===== config.mk =====
export PLATFORM = sky130hd
export DESIGN_NAME = delay_gen_core
export DESIGN_NICKNAME = d
export VERILOG_FILES = /design/src/rtl/delay_gen_pkg.sv /design/src/rtl/delay_gen_channel.sv /design/src/rtl/delay_gen_core.sv
export SDC_FILE = /design/constraint.sdc
export NUM_CORES = 1
export LEC_CHECK = 0
export CELL_PAD_IN_SITES_DETAIL_PLACEMENT = 1
export CELL_PAD_IN_SITES_GLOBAL_PLACEMENT = 1
export CORE_ASPECT_RATIO = 0.9
export CORE_MARGIN = 2
export CORE_UTILIZATION = 43
export DETAILED_ROUTE_END_ITERATION = 8
export PLACE_DENSITY_LB_ADDON = 0.15
export REMOVE_ABC_BUFFERS = 1
export SETUP_SLACK_MARGIN = 0.1
export SYNTH_ARGS = -nofsm -noshare
export SYNTH_HDL_FRONTEND = slang
export SYNTH_SLANG_ARGS = --single-unit
export TNS_END_PERCENT = 50

===== constraint.sdc =====
create_clock -name i_clk -period 3.7 [get_ports i_clk]
set_clock_uncertainty 0.05 [all_clocks]
set_input_delay 0.74 -clock i_clk [delete_from_list [all_inputs] [get_ports i_clk]]
set_output_delay 0.74 -clock i_clk [all_outputs]
set_load 0.1 [all_outputs]

===== src/rtl/delay_gen_pkg.sv =====
// Shared types and constants for the delay/pulse generator core.
// Holds the sequencer state encoding, default parameter values and the
// helper that turns a zero pulse width into a one-cycle width.
package delay_gen_pkg;

    localparam int unsigned DEF_N_CH    = 4;
    localparam int unsigned DEF_CNT_W   = 16;
    localparam int unsigned DEF_WID_W   = 8;
    localparam int unsigned DEF_BURST_W = 4;

    // Sequencer states
    typedef enum logic [1:0] {
        IDLE = 2'd0,
        RUN  = 2'd1,
        GAP  = 2'd2,
        DONE = 2'd3
    } state_e;

    // A programmed width of 0 still yields a one-cycle pulse
    function automatic int unsigned width_or_one(input int unsigned w);
        return (w == 0) ? 32'd1 : w;
    endfunction

endpackage


===== src/rtl/delay_gen_channel.sv =====
// One delay/pulse channel: a cycle counter started on sequence entry, the
// window compare that drives the pulse, and the done flag.
//
// Ports:
//   clk_i      core clock
//   reset_i    synchronous active-high reset
//   enable_i   channel enabled for this sequence (shadow value)
//   delay_i    cycles from sequence start to pulse rise
//   width_i    pulse width in cycles (0 behaves as 1)
//   start_i    sequence entry: counter restarts at 0 this edge
//   run_i      sequence running: counter advances until done
//   clear_i    sequence abandoned or finished: drop output and done
//   out_o      registered pulse output
//   done_o     registered finished flag
module delay_gen_channel
    import delay_gen_pkg::*;
#(
    parameter int unsigned CNT_W = DEF_CNT_W,
    parameter int unsigned WID_W = DEF_WID_W
) (
    input  logic             clk_i,
    input  logic             reset_i,
    input  logic             enable_i,
    input  logic [CNT_W-1:0] delay_i,
    input  logic [WID_W-1:0] width_i,
    input  logic             start_i,
    input  logic             run_i,
    input  logic             clear_i,
    output logic             out_o,
    output logic             done_o
);

    // One extra bit so delay + width never wraps
    localparam int unsigned AW = CNT_W + 1;

    logic [AW-1:0] cnt_q, cnt_d;
    logic          out_q, out_d;
    logic          done_q, done_d;
    logic [AW-1:0] lo_c;
    logic [AW-1:0] hi_c;

    // Pulse window is [lo, hi) in counter units
    assign lo_c = AW'(delay_i);
    assign hi_c = lo_c + AW'(width_or_one(32'(width_i)));

    // Next counter value; output and done are evaluated against it so the
    // registered flags line up with the counter they describe
    always_comb begin
        cnt_d  = cnt_q;
        out_d  = out_q;
        done_d = done_q;
        if (clear_i) begin
            cnt_d  = '0;
            out_d  = 1'b0;
            done_d = 1'b0;
        end else if (start_i || run_i) begin
            if (start_i) begin
                cnt_d = '0;
            end else if (!done_q) begin
                cnt_d = cnt_q + AW'(1);
            end
            out_d  = enable_i && (cnt_d >= lo_c) && (cnt_d < hi_c);
            done_d = !enable_i || (cnt_d >= hi_c);
        end
    end

    always_ff @(posedge clk_i) begin
        if (reset_i) begin
            cnt_q  <= '0;
            out_q  <= 1'b0;
            done_q <= 1'b0;
        end else begin
            cnt_q  <= cnt_d;
            out_q  <= out_d;
            done_q <= done_d;
        end
    end

    assign out_o  = out_q;
    assign done_o = done_q;

endmodule


===== src/rtl/delay_gen_core.sv =====
// N-channel programmable delay/pulse generator. A start rising edge runs
// every enabled channel through delay then pulse; when all are done the core
// pulses main reset and rearms. Optional burst repeat with an idle gap is
// built only when DELAY_GEN_BURST_EN is defined; otherwise burst count and
// period inputs are ignored and each start yields one sequence.
//
// Ports:
//   i_clk, i_reset     clock, synchronous active-high reset
//   i_start            synchronised start request, rising edge triggers
//   i_abort            level; returns a busy core to IDLE
//   i_cfg_load         strobe; copies configuration into shadows in IDLE
//   i_ch_enable        per-channel enable
//   i_delay, i_width   per-channel delay / pulse width, packed per channel
//   i_burst_count      sequences per start (0 behaves as 1)
//   i_period           idle cycles between burst sequences
//   o_ch_out           channel pulses
//   o_ch_done          per-channel finished flags for the current sequence
//   o_start_latch      high from accepted start until sequence end
//   o_main_reset       one-cycle pulse at sequence end or abort
//   o_busy             high outside IDLE
//   o_err_overrun      sticky; start edge seen while busy
module delay_gen_core
    import delay_gen_pkg::*;
#(
    parameter int unsigned N_CH    = DEF_N_CH,
    parameter int unsigned CNT_W   = DEF_CNT_W,
    parameter int unsigned WID_W   = DEF_WID_W,
    parameter int unsigned BURST_W = DEF_BURST_W
) (
    input  logic                    i_clk,
    input  logic                    i_reset,
    input  logic                    i_start,
    input  logic                    i_abort,
    input  logic                    i_cfg_load,
    input  logic [N_CH-1:0]         i_ch_enable,
    input  logic [N_CH*CNT_W-1:0]   i_delay,
    input  logic [N_CH*WID_W-1:0]   i_width,
    input  logic [BURST_W-1:0]      i_burst_count,
    input  logic [CNT_W-1:0]        i_period,
    output logic [N_CH-1:0]         o_ch_out,
    output logic [N_CH-1:0]         o_ch_done,
    output logic                    o_start_latch,
    output logic                    o_main_reset,
    output logic                    o_busy,
    output logic                    o_err_overrun
);

    state_e                  state_q, state_d;
    logic                    start_prev_q;
    logic                    start_latch_q, start_latch_d;
    logic                    main_reset_q, main_reset_d;
    logic                    busy_q, busy_d;
    logic                    err_q, err_d;

    logic [N_CH-1:0]         en_q, en_d;
    logic [N_CH*CNT_W-1:0]   delay_q, delay_d;
    logic [N_CH*WID_W-1:0]   width_q, width_d;

`ifdef DELAY_GEN_BURST_EN
    logic [BURST_W-1:0]      burst_cfg_q, burst_cfg_d;
    logic [BURST_W-1:0]      burst_left_q, burst_left_d;
    logic [CNT_W-1:0]        period_q, period_d;
    logic [CNT_W-1:0]        gap_cnt_q, gap_cnt_d;
`else
    logic                    unused_burst_cfg;
    assign unused_burst_cfg = ^{i_burst_count, i_period};
`endif

    logic                    start_edge_c;
    logic                    abort_c;
    logic                    cfg_take_c;
    logic                    ch_start_c;
    logic                    ch_run_c;
    logic                    ch_clear_c;
    logic [N_CH-1:0]         ch_out;
    logic [N_CH-1:0]         ch_done;

    assign start_edge_c = i_start && !start_prev_q;
    assign abort_c      = i_abort && (state_q != IDLE);
    assign cfg_take_c   = i_cfg_load && (state_q == IDLE);

    // Next-state, channel control and registered-output next values
    always_comb begin
        state_d       = state_q;
        ch_start_c    = 1'b0;
        ch_run_c      = 1'b0;
        ch_clear_c    = 1'b0;
        main_reset_d  = 1'b0;
        busy_d        = 1'b0;
        start_latch_d = 1'b0;
        err_d         = err_q;
        en_d          = en_q;
        delay_d       = delay_q;
        width_d       = width_q;
`ifdef DELAY_GEN_BURST_EN
        burst_cfg_d   = burst_cfg_q;
        burst_left_d  = burst_left_q;
        period_d      = period_q;
        gap_cnt_d     = gap_cnt_q;
`endif

        // Shadow configuration only changes while idle
        if (cfg_take_c) begin
            en_d    = i_ch_enable;
            delay_d = i_delay;
            width_d = i_width;
`ifdef DELAY_GEN_BURST_EN
            burst_cfg_d = i_burst_count;
            period_d    = i_period;
`endif
        end

        if (start_edge_c && (state_q != IDLE)) begin
            err_d = 1'b1;
        end else if (cfg_take_c) begin
            err_d = 1'b0;
        end

        case (state_q)
            IDLE: begin
                if (start_edge_c && (|en_q)) begin
                    state_d    = RUN;
                    ch_start_c = 1'b1;
`ifdef DELAY_GEN_BURST_EN
                    burst_left_d = (burst_cfg_q == '0) ? BURST_W'(1) : burst_cfg_q;
`endif
                end
            end
            RUN: begin
                ch_run_c = 1'b1;
                if (&ch_done) begin
`ifdef DELAY_GEN_BURST_EN
                    if (burst_left_q > BURST_W'(1)) begin
                        burst_left_d = burst_left_q - BURST_W'(1);
                        // Zero period skips the gap and restarts at once
                        if (period_q == '0) begin
                            state_d    = RUN;
                            ch_start_c = 1'b1;
                        end else begin
                            state_d   = GAP;
                            gap_cnt_d = CNT_W'(1);
                        end
                    end else begin
                        state_d = DONE;
                    end
`else
                    state_d = DONE;
`endif
                end
            end
            GAP: begin
`ifdef DELAY_GEN_BURST_EN
                // gap_cnt holds the index of the current gap cycle
                if (gap_cnt_q >= period_q) begin
                    state_d    = RUN;
                    ch_start_c = 1'b1;
                end else begin
                    gap_cnt_d = gap_cnt_q + CNT_W'(1);
                end
`else
                state_d = IDLE;
`endif
            end
            DONE: begin
                state_d = IDLE;
            end
            default: begin
                state_d = IDLE;
            end
        endcase

        if (abort_c) begin
            state_d    = IDLE;
            ch_start_c = 1'b0;
            ch_run_c   = 1'b0;
        end

        ch_clear_c    = (state_q != IDLE) && (state_d == IDLE);
        // DONE already pulses; an abort taken from DONE does not pulse again
        main_reset_d  = (state_d == DONE) || (abort_c && (state_q != DONE));
        busy_d        = (state_d != IDLE);
        start_latch_d = (state_d != IDLE);
    end

    always_ff @(posedge i_clk) begin
        if (i_reset) begin
            state_q       <= IDLE;
            start_prev_q  <= 1'b0;
            start_latch_q <= 1'b0;
            main_reset_q  <= 1'b0;
            busy_q        <= 1'b0;
            err_q         <= 1'b0;
            en_q          <= '0;
            delay_q       <= '0;
            width_q       <= '0;
`ifdef DELAY_GEN_BURST_EN
            burst_cfg_q   <= '0;
            burst_left_q  <= '0;
            period_q      <= '0;
            gap_cnt_q     <= '0;
`endif
        end else begin
            state_q       <= state_d;
            start_prev_q  <= i_start;
            start_latch_q <= start_latch_d;
            main_reset_q  <= main_reset_d;
            busy_q        <= busy_d;
            err_q         <= err_d;
            en_q          <= en_d;
            delay_q       <= delay_d;
            width_q       <= width_d;
`ifdef DELAY_GEN_BURST_EN
            burst_cfg_q   <= burst_cfg_d;
            burst_left_q  <= burst_left_d;
            period_q      <= period_d;
            gap_cnt_q     <= gap_cnt_d;
`endif
        end
    end

    // Channel array
    for (genvar g = 0; g < N_CH; g++) begin : g_ch
        delay_gen_channel #(
            .CNT_W (CNT_W),
            .WID_W (WID_W)
        ) u_ch (
            .clk_i    (i_clk),
            .reset_i  (i_reset),
            .enable_i (en_q[g]),
            .delay_i  (delay_q[g*CNT_W +: CNT_W]),
            .width_i  (width_q[g*WID_W +: WID_W]),
            .start_i  (ch_start_c),
            .run_i    (ch_run_c),
            .clear_i  (ch_clear_c),
            .out_o    (ch_out[g]),
            .done_o   (ch_done[g])
        );
    end

    assign o_ch_out      = ch_out;
    assign o_ch_done     = ch_done;
    assign o_start_latch = start_latch_q;
    assign o_main_reset  = main_reset_q;
    assign o_busy        = busy_q;
    assign o_err_overrun = err_q;

endmodule


### Yosys cells after proc, flatten, opt, wreduce, memory -nomap -nowiden

Cells that the tools add are included.

* register bits after elaboration: 182
* output and inout bits: 12
* bits of input ports: 125

* equality and inequality tests: 5
* multiplexer cells: 31
* $add $sub $neg: 8
* reduce and logical (&&, ||, !) cells: 39
* order comparisons: 12

Operators with widths (number)
* $mux W17: 16
* $add A16 B17 Y17: 4
* $add A17 B1 Y17 const B: 4
* $ge A17 B16 Y1: 4
* $ge A17 B17 Y1: 4
* $lt A17 B17 Y1: 4
* $logic_not A8 Y1: 4
* $mux W8: 4
* $logic_and A1 B1 Y1: 15
* $mux W1: 7
* $eq A2 B2 Y1 const B: 3
* $logic_or A1 B1 Y1: 6
* $mux W2: 3
* $pmux W2 S3: 1
* $reduce_bool A2 Y1: 3
* $logic_not A1 Y1: 5
* $logic_not A2 Y1: 2
* $reduce_and A4 Y1: 1
* $reduce_or A2 Y1: 2
* $reduce_or A4 Y1: 1
* $eq A2 B1 Y1 const B: 1
* $ne A2 B2 Y1 const B: 1

### Depth between registers and ports, before layout

Gate-level depths: netlist of run 1.

* depth in word-level cells: 12
* mapped depth: 16
* gate-level depth less buffers: 16

### By module

Synthesis of run 1 repeated with hierarchy kept, for this count alone.

* cells, all modules: 1793
* area total of the unflattened synthesis: 13750.7 sq um

Modules (own cells, without submodules)
* delay_gen_channel (g_ch[0].u_ch ...): sequential area each 380.4 sq um, area an instance 2486.1 sq um, times used 3, cells each 334
* delay_gen_core: sequential area each 2122.0 sq um, area an instance 3763.6 sq um, times used 1, cells each 462
* delay_gen_channel (g_ch[1].u_ch): sequential area each 380.4 sq um, area an instance 2528.7 sq um, times used 1, cells each 329

### Least setup slack after synthesis of run 1

Ideal clock, no wire load.

* kind: register to register
* start: register width_q[18]
* end: register g_ch[2].u_ch.out_q
* setup time: 0.135 ns
* slack: 0.275 ns
* data arrival time: 3.241 ns
* buffers on the path: 0
* period minus slack after synthesis: 3.425 ns
* cell stages (with the launch flop): 17
* path through: dfxtp_1 > nor3_1 > a21o_1 > ha_1 > fa_1 > a21oi_1 > nor2_1 > o311ai_0 > a211o_1 > nor4_1 > xnor2_1 > ha_1 > nand4_1 > nor4_1 > a211oi_1 > a32oi_1 > a211oi_1

* cells in the longest elaborated chain, start to end: 5

RTL lines
* start: declaration: line delay_gen_core.sv:57 `logic [N_CH*WID_W-1:0] width_q, width_d;`
* start signal: assignment: line delay_gen_core.sv:211 `width_q <= width_d;`
* $logic_not A8 Y1: line delay_gen_pkg.sv:21 `return (w == 0) ? 32'd1 : w;`
* $mux W8 (*): line delay_gen_pkg.sv:21
* $add A16 B17 Y17 (*): line delay_gen_channel.sv:44 `assign hi_c = lo_c + AW'(width_or_one(32'(width_i)));`
* $lt A17 B17 Y1 (*): line delay_gen_channel.sv:62 `out_d = enable_i && (cnt_d >= lo_c) && (cnt_d < hi_c);`
* $logic_and A1 B1 Y1 (*): line delay_gen_channel.sv:62
* end signal: assignment: line delay_gen_channel.sv:74 `out_q <= out_d;`
* end: declaration: line delay_gen_channel.sv:37 `logic out_q, out_d;`

Mark *: on every way between the ends. The rest lies on a longest branch, timed or not.
A chain may end at the register's enable or synchronous reset.

### Worst setup path after layout of run 1

* start: register width_q[23]
* end: register g_ch[2].u_ch.out_q

The elaborated chain is that of the path after synthesis.

==> out/results.tsv, run 1 <==
metric	value	unit
CP Max Fanout	5	
Max transition margin	21.3	%
Ys Warns	0	
Max H-tree Level	4	
clock slew at the register clock pins of the worst setup and hold paths	0.07	ns
Die Ht	170	um
Max Fclk	262	MHz
synthesis-stage register bit count	182	
Cell Rows	60	
FILL cells	3696	
dpl cells	2256	
post-synthesis sequential area ratio	27.7	%
Max stage delay cell, worst path	a211o_4	
failing checks	negative setup slack	
min Tclk post-route	3.82	ns
Crit path required time	3.94	ns
Synth cell types	65	
worst-path cell chain	nor4_4, a21o_1, ha_2, fa_2, a21oi_2, nor2_1, o311ai_2, buf_4, a211o_4, nor2_1, xnor2_1, ha_1, nand4_1, buf_4, buf_4, nor2_1, nand2_1, a32oi_1, a211oi_1	
largest stage delay on the critical path	0.37	ns
CP Data Arrival Time	4.06	ns
P_leak	6.63	nW
Top FF cell, synth	dfxtp_1	
crit path buf inv count	3	
Final setup viols	2	
Initial Util	43.9	%
outcome	finished, violations left	
CTS buffer count	17	
# diodes	0	
number of max-cap violations	0	
largest net degree at the start of global routing	102	
dpl ws	-0.372	ns
Hold Crit Class	flip-flop to flip-flop	
DRT Pass-1 Iters	4	
final instance area	16300	um^2
CTS tree	done	
number of synthesized flops with an enable pin	0	
Clk Latency, worst-skew pair	0.45	ns
slew at the pin closest to its max-slew limit	1.18	ns
number of DRC markers in iteration 0	383	
gr usage total	23.4	%
DR vias	12300	
cells after synthesis	1736	
Sequential Area	3650	um^2
final slew viol count	0	
total grt overflow	0	
Clock Path Buffers	2	
CP startpoint kind	flip-flop	
clock sinks	182	
post-layout net count	2176	
Synth-to-Final Area Change	23.5	%
final hold violations	0	
# DRC	0	
drt total wl	37600	um
DP HPWL	27600	um
cell family with most CP delay	compound AO/OA/AOI/OAI gates	
PD cells	330	nW/um^2
per-cell routed wire length	16.4	um
worst vdd ir	0.394	mV
routability-driven placement congestion ratio	0.857	
initial antenna violation count	1	
port bufs	116	
Die ar.	32100	um^2
async set or reset register ratio after synthesis	0	%
syn avg cell area	7.59	um^2
ratio of cells with drive above 1 in the final layout	11.6	%
combined area of the multi-input logic cells	9210	um^2
Post-Syn Area	13200	um^2
Core Region	30000	um^2
final critical-path share of the clock period	103	%
first-pass GRT wire length	61900	um
Ports	137	
Root Driver	clkbuf_16	
Vias/cell	5.37	
kind of critical path	flip-flop to flip-flop	
Post-DRT Antenna Nets	0	
unrepaired setup endpoints after global routing	yes	
Non-Filler Instances	2295	
setup TNS	-0.189	ns
Die Wd	188	um
critical path endpoint category	flip-flop	
vias in the first global route	12700	
Tot Pwr	0.00536	W
Area after DPL	15200	um^2
final setup margin	-0.120	ns
## synthesized netlist by cell type (37+ instances only)
cell type / number / area (um^2)
nand4_1: 37 / 231
dfxtp_1: 182 / 3640
clkbuf_1: 60 / 225
ha_1: 168 / 2100
nand2_1: 298 / 1120
nand3_1: 40 / 200
inv_1: 78 / 293
xnor2_1: 100 / 876
a21oi_1: 191 / 956
xor2_1: 54 / 473
o21ai_0: 78 / 390
nor2_1: 173 / 649
## worst paths after layout
path | start | endpoint | slack (ns) | cells past startpoint
min | width_q[8] | width_q[8] | 0.41 | 2
max reg2reg | width_q[23] | g_ch[2].u_ch.out_o | -0.12 | 19
min reg2reg | width_q[8] | width_q[8] | 0.41 | 2
max | width_q[23] | g_ch[2].u_ch.out_o | -0.12 | 19
## sequential cells by signal, indices dropped and copies added (netlist names)
register,cells
o_busy,1
start_prev_q,1
g_ch.u_ch.out_o,4
g_ch.u_ch.cnt_q,68
g_ch.u_ch.done_o,4
en_q,4
width_q,32
delay_q,64
o_err_overrun,1
state_q,2
o_main_reset,1
## stage by stage
step / hold WS [ns] / utilization (%)
after floorplan: 0.380 / -
after global placement: 0.395 / 50.5
after detailed placement: 0.400 / 50.5
after CTS: 0.410 / 53.4
after global routing: 0.448 / 54.2
final: 0.407 / 54.2
## layer usage
metal | up-vias | track usage (%) | routed length, um
met3 | 40 | 3.34 | 836
met1 | 5921 | 28.3 | 17100
met4 | 2 | 6.59 | 557
met2 | 129 | 43.1 | 19000
met5 | - | 0 | 13
li1 | 6222 | - | -
## kinds of logic (layout without fill, tap and decap cells)
| group | after synthesis | after routing | share of synthesized area, % |
|---|---|---|---|
| flip-flops | 182 | 182 | 27.7 |
| buffers and inverters | 170 | 326 | 5.34 |
| adder cells (fa/ha/maj) | 172 | 172 | 16.6 |
| AND/OR/NAND/NOR | 715 | 715 | 25.5 |
| multiplexers | 4 | 4 | 0.304 |
| AO/OA/AOI/OAI | 339 | 339 | 14.4 |
| XOR/XNOR | 154 | 154 | 10.2 |
## worst min-delay path, stage by stage, from the launching register on
cell,delay [ns]
dfxtp_1,0.31
nand2_1,0.05
a21oi_1,0.05
## final cells by class
class | count | share of cell area, %
flip-flops and latches | 182 | 22.5
clock buffers | 18 | 2.64
multi-input cells | 1384 | 56.6
inverters | 78 | 1.80
well taps | 403 | 3.10
clock inverters | 14 | 1.38
repair buffers | 216 | 12.0
## cells in the final DEF, fill, tap and decap left out, types with 29 or more instances in the layout
cell type,netlist,routed
nand2_1,298,295
a21oi_1,191,183
dfxtp_1,182,174
nor2_1,173,173
ha_1,168,163
clkdlybuf4s50_1,0,111
buf_4,9,100
xnor2_1,100,96
inv_1,78,78
o21ai_0,78,74
xor2_1,54,54
nand4_1,37,37
nand3_1,40,36
or3_1,31,30
nor3_1,31,29
## report_power, final
part / total [W] / internal, W / leakage (nW) / switching [W]
clock network: 0.00208 / 0.00121 / 0.303 / 0.000872
registers: 0.00212 / 0.00204 / 1.49 / 0.0000834
logic: 0.00116 / 0.000503 / 4.84 / 0.000655
total: 0.00536 / 0.00375 / 6.63 / 0.00161
## repair_timing
action | 4_1_cts | 5_1_grt
endpoints found under the hold margin | 0 | 0
gates resized for setup | 42 | 37
pin swaps | 21 | 16
setup endpoints to repair | 8 | 8
setup buffers | 2 | 6
hold buffers | 0 | 0
Power figures use the tool's default switching activity.
==> run 2, diff against run 1 <==
CAP_MARGIN = 20   (was unset)
CORE_UTILIZATION = 44   (was 43)
CTS_BUF_LIST = sky130_fd_sc_hd__clkbuf_8   (was unset)
clock period = 3.55 ns   (was 3.7 ns; I/O delays follow)
==> run 2 against run 1 <==
  * Total power down 11%
  * Worst hold slack better by 0.0054 ns
  * First-iteration DRC count down 1.6%
  * The flow still finishes with violations (negative setup slack)
  * Non-clock buffer count up 35
  * Highest routed layer is now met4
==> out/results.tsv, run 2 (synthesis results as in run 1) <==
metric	value	unit	change
outcome	finished, violations left		
failing checks	negative setup slack		
# diodes	0		unchanged
DR vias	12400		+1.0%
initial antenna violation count	0		-1
CP startpoint kind	flip-flop		
total grt overflow	0		unchanged
setup TNS	-0.401	ns	-0.212 ns
Final setup viols	5		+3
DP HPWL	27700	um	+0.67%
reg2reg start	width_q[23]		
worst-path cell chain	nor4_4, a21o_1, ha_2, fa_2, a21oi_2, nor2_2, o311ai_4, a211o_4, nor4_4, xnor2_1, ha_1, nand4_1, nor4_4, a211oi_2, a32oi_1, a211oi_1		
most frequent CP cell	nor4_4		
CTS tree	done		
Hold Crit Class	flip-flop to flip-flop		
gr usage total	23.8	%	+0.38 points
routability-driven placement congestion ratio	0.831		-3.1%
Synth-to-Final Area Change	22.7	%	
Biggest register	g_ch.u_ch.cnt_q		
post-layout net count	2211		+1.6%
final hold slack	0.413	ns	+0.00543 ns
Post-DRT Antenna Nets	0		unchanged
final hold violations	0		unchanged
# DRC	0		unchanged
final instance area	16200	um^2	-0.57%
commonest non-fill, non-tap cells in the layout	295 x nand2_1, 185 x a21oi_1, 169 x nor2_1		
min-delay src	width_q[8]		
Die Wd	186	um	-1.1%
Area after DPL	15300	um^2	+1.1%
Core Region	29700	um^2	-1.3%
most common cell after layout, fill and taps aside	nand2_1		
Final Core Density	54.5	%	+0.37 points
Initial Util	44.4	%	+0.56 points
clock slew at the register clock pins of the worst setup and hold paths	0.09	ns	+0.02 ns
final setup margin	-0.142	ns	-0.0220 ns
Clk Latency, worst-skew pair	0.50	ns	+0.05 ns
ratio of cells with drive above 1 in the final layout	13.3	%	+1.8 points
Die ar.	31300	um^2	-2.2%
P_leak	6.69	nW	+0.84%
largest stage delay on the critical path	0.39	ns	+0.02 ns
Clock Path Buffers	2		unchanged
depth of the most critical reg-to-reg path	16		-3
FF-to-FF setup slack	-0.14	ns	-0.02 ns
Vias/cell	5.34		-0.49%
number of flip-flops in the largest register	68		unchanged
critical path endpoint category	flip-flop		
CP Data Arrival Time	4.03	ns	-0.03 ns
per-cell routed wire length	16.2	um	-1.2%
FILL cells	3696		unchanged
Root Driver	clkbuf_8		
min Tclk post-route	3.69	ns	-0.128 ns
Max Fclk	271	MHz	+3.5%
crit path to	g_ch[2].u_ch.out_o		
largest net degree at the start of global routing	102		unchanged
Max stage delay cell, worst path	a211o_4		
combined area of the multi-input logic cells	9170	um^2	-0.38%
unrepaired setup endpoints after global routing	yes		
Max H-tree Level	4		unchanged
Critical path origin	width_q[23]		
worst vdd ir	0.269	mV	-32%
DRT Pass-1 Iters	5		+1
drt total wl	37700	um	+0.28%
Non-Filler Instances	2330		+1.5%
final critical-path share of the clock period	104	%	+0.76 points
CP Max Fanout	5		unchanged
Crit path required time	3.89	ns	-0.05 ns
port bufs	116		unchanged
Sequential Area	3660	um^2	+0.24%
slew at the pin closest to its max-slew limit	0.989	ns	-0.191 ns
Die Ht	168	um	-1.1%
Largest regs	g_ch.u_ch.cnt_q x68, delay_q x64, width_q x32		
dpl cells	2280		+1.1%
vias in the first global route	12900		+1.7%
Ports	137		unchanged
Max transition margin	33.8	%	+13 points
reg2reg end	g_ch[2].u_ch.out_o		
PD cells	295	nW/um^2	-11%
number of max-cap violations	0		unchanged
number of DRC markers in iteration 0	377		-1.6%
first-pass GRT wire length	62700	um	+1.4%
final slew viol count	0		unchanged
clock sinks	182		unchanged
CTS buffer count	17		unchanged
Cell Rows	60		unchanged
kind of critical path	flip-flop to flip-flop		
## run 2: cell count changes in the layout (fill, tap and decap cells not counted), moves of 3 or more
cell	delta
buf_4	+39
bufinv_16	-5
clkbuf_16	-17
clkbuf_8	+18
clkdlybuf4s50_1	-3
clkinv_2	+3
clkinv_4	-3
dfxtp_1	-7
dfxtp_2	+7
inv_1	+4
nor2_1	-4
nor2_2	+4
## run 2: worst max-delay path: cells and delay by family, from the launching register on
kind                     cells  cell delay [ns]
AO/OA/AOI/OAI                7             1.18
AND/OR/NAND/NOR              5             1.16
flip-flops                   1             0.35
adder cells (fa/ha/maj)      3             0.72
XOR/XNOR                     1             0.11
## run 2: worst min path at each step
stage | end | slack (ns) | depth (start not counted)
after global routing | delay_q[26] | 0.44 | 2
after CTS | width_q[8] | 0.42 | 2
final | width_q[8] | 0.41 | 2
after floorplan | delay_q[12] | 0.38 | 2
after detailed placement | delay_q[26] | 0.40 | 2
after global placement | delay_q[26] | 0.40 | 2
## run 2: timing repair
action,CTS,global route
hold buffers,0,0
resized for setup,52,30
pin swaps,43,43
setup endpoints to repair,8,8
buffers inserted,7,12
## run 2: power by group
part / switching, W / internal, W / leakage (nW)
clock: 0.000827 / 0.000497 / 0.181
sequential: 0.0000827 / 0.00213 / 1.49
combinational: 0.000681 / 0.000552 / 5.02
## run 2: routing by layer
layer	GRT usage, %	up-vias	part of all wire, %
met2	42.3	148	49
met3	3.69	33	3.4
met1	30.5	5963	47
li1	-	6296	-
met4	4.80	0	0.97
met5	0	-	0
## run 2: metrics by stage
stage / worst slack, ns / power, W
6_report: -0.142 / 0.00477
2_1_floorplan: 0.0556 / 0.00288
3_3_place_gp: -0.280 / 0.00336
5_1_grt: -0.315 / 0.00505
3_5_place_dp: -0.390 / 0.00340
4_1_cts: -0.0648 / 0.00477
## run 2: layout make-up
cell class / instances / area share (%)
Tap cell: 403 / 3.12
Inverter: 78 / 1.81
Timing Repair Buffer: 251 / 13.6
Multi-Input combinational cell: 1384 / 56.7
Clock inverter: 14 / 0.542
Sequential cell: 182 / 22.6
Clock buffer: 18 / 1.53
==> run 3, diff against run 2 <==
TNS_END_PERCENT = 20   (was 50)
clock period = 3.6 ns   (was 3.55 ns; I/O delays follow)
==> run 3 against run 2 <==
  * Non-clock buffer count is 20 lower
  * Highest routed layer unchanged
  * Sequential power fell by 2%
  * Clock power up 15%
  * Critical path depth unchanged
  * Wire length decreased by 0.20%
  * The flow still finishes with violations (negative setup slack)
  * Final cell count down 0.86%
  * Maximum frequency is 3.5% lower
  * Worst hold slack barely moved
  * Cell area fell by 1.3%
  * Largest cell class unchanged
  * Worst setup slack worse by 0.084 ns
  * Register-to-register slack lost 0.08 ns
==> out/results.tsv, run 3 (synthesis results as in run 1) <==
metric	value	unit	change
final critical-path share of the clock period	106	%	+2.3 points
Die ar.	31300	um^2	unchanged
final setup margin	-0.226	ns	-0.0840 ns
port bufs	116		unchanged
critical path endpoint category	flip-flop		
Die Ht	168	um	unchanged
Final setup viols	6		+1
Ports	137		unchanged
P_leak	6.59	nW	-1.4%
final hold violations	0		unchanged
CP Max Fanout	4		-1
final instance area	16000	um^2	-1.3%
Clk Latency, worst-skew pair	0.49	ns	about the same
slew at the pin closest to its max-slew limit	1.13	ns	+0.140 ns
Core Region	29700	um^2	unchanged
DP HPWL	28000	um	+1.0%
unrepaired setup endpoints after global routing	yes		
initial antenna violation count	0		unchanged
Clock Path Buffers	2		unchanged
Max Fclk	261	MHz	-3.5%
worst vdd ir	0.231	mV	-14%
Initial Util	44.4	%	unchanged
per-cell routed wire length	16.3	um	+0.67%
kind of critical path	flip-flop to flip-flop		
gr usage total	24.0	%	+0.27 points
min Tclk post-route	3.83	ns	+0.134 ns
DRT Pass-1 Iters	4		-1
vias in the first global route	13000		+0.58%
final slew viol count	0		unchanged
CTS buffer count	17		unchanged
ratio of cells with drive above 1 in the final layout	11.0	%	-2.4 points
post-layout net count	2191		-0.90%
commonest non-fill, non-tap cells in the layout	295 x nand2_1, 187 x a21oi_1, 179 x dfxtp_1		
Die Wd	186	um	unchanged
first-pass GRT wire length	63100	um	+0.56%
Cell Rows	60		unchanged
hold path depth	2		unchanged
CP startpoint kind	flip-flop		
final hold slack	0.412	ns	-0.000111 ns
drt total wl	37600	um	-0.20%
failing checks	negative setup slack		
DR vias	12400		-0.71%
outcome	finished, violations left		
clock sinks	182		unchanged
routability-driven placement congestion ratio	0.848		+2.0%
min-delay src	delay_q[26]		
depth of the most critical reg-to-reg path	16		unchanged
reg2reg start	width_q[23]		
Vias/cell	5.35		+0.15%
CP Data Arrival Time	4.10	ns	+0.07 ns
PD cells	306	nW/um^2	+3.7%
Max transition margin	24.2	%	-9.6 points
clock slew at the register clock pins of the worst setup and hold paths	0.11	ns	+0.02 ns
Critical path origin	width_q[23]		
Hold Crit Class	flip-flop to flip-flop		
Biggest register	g_ch.u_ch.cnt_q		
total grt overflow	0		unchanged
Post-DRT Antenna Nets	0		unchanged
number of max-cap violations	0		unchanged
Largest regs	g_ch.u_ch.cnt_q x68, delay_q x64, width_q x32		
Area after DPL	15300	um^2	-0.29%
# DRC	0		unchanged
Max H-tree Level	4		unchanged
CTS tree	done		
largest net degree at the start of global routing	102		unchanged
Crit path required time	3.88	ns	about the same
Synth-to-Final Area Change	21.1	%	
Root Driver	clkbuf_8		
# diodes	0		unchanged
most common cell after layout, fill and taps aside	nand2_1		
number of flip-flops in the largest register	68		unchanged
number of DRC markers in iteration 0	384		+1.9%
[run 3: per-layer routing]
layer	vias up	track usage [%]	wire length, um
met2	149	44.1	18800
met3	26	3.44	1060
met1	5932	30.0	17300
met4	0	4.90	453
met5	-	0	0
li1	6245	-	-
[run 3: path summary, 6_finish.rpt]
path	to	slack, ns
max	g_ch[2].u_ch.out_o	-0.23
min	delay_q[26]	0.41
max reg2reg	g_ch[2].u_ch.out_o	-0.23
min reg2reg	delay_q[26]	0.41
[run 3: what timing repair did]
item                                    4_1_cts  5_1_grt
hold buffers                                  0        0
gates resized for setup                      35        6
setup buffers                                 4        1
endpoints found under the setup margin        8        8
pin swaps                                    25        7
[run 3: cell type report]
type | instances | area [um^2]
well taps | 403 | 504
multi-input cells | 1384 | 9030
repair buffers | 231 | 2070
clock inverters | 14 | 168
fillers | 3674 | 13700
flip-flops and latches | 182 | 3650
clock buffers | 18 | 248
inverters | 78 | 293
[run 3: per-stage QoR]
step / util (%) / setup slack, ns / power, W / cells / TNS (ns)
finish: 53.8 / -0.226 / 0.00488 / 2310 / -0.590
detailed placement: 51.6 / -0.445 / 0.00336 / 2272 / -2.48
floorplan: - / 0.106 / 0.00284 / 1644 / 0
global placement: 51.6 / -0.289 / 0.00331 / 2272 / -1.47
CTS: 53.6 / -0.110 / 0.00492 / 2308 / -0.333
global route: 53.8 / -0.446 / 0.00514 / 2310 / -2.44
[run 3: worst max-delay path: stages (launching register included)]
cell and delay, ns:
dfxtp_2 0.36, nor4_4 0.27, buf_4 0.15, a21o_1 0.14
ha_4 0.15, fa_2 0.21, a21oi_2 0.07, nor2_2 0.13
o311ai_2 0.11, a211o_4 0.39, or3_4 0.37, ha_4 0.28
nand4_1 0.16, nor4_4 0.34, a211oi_2 0.12, a32oi_1 0.31
a211oi_2 0.06
[run 3: power by group]
part,switching (W),total (W),internal (W)
Sequential,0.0000783,0.00217,0.00210
Combinational,0.000659,0.00118,0.000525
Clock,0.000862,0.00152,0.000657
Total,0.00160,0.00488,0.00328
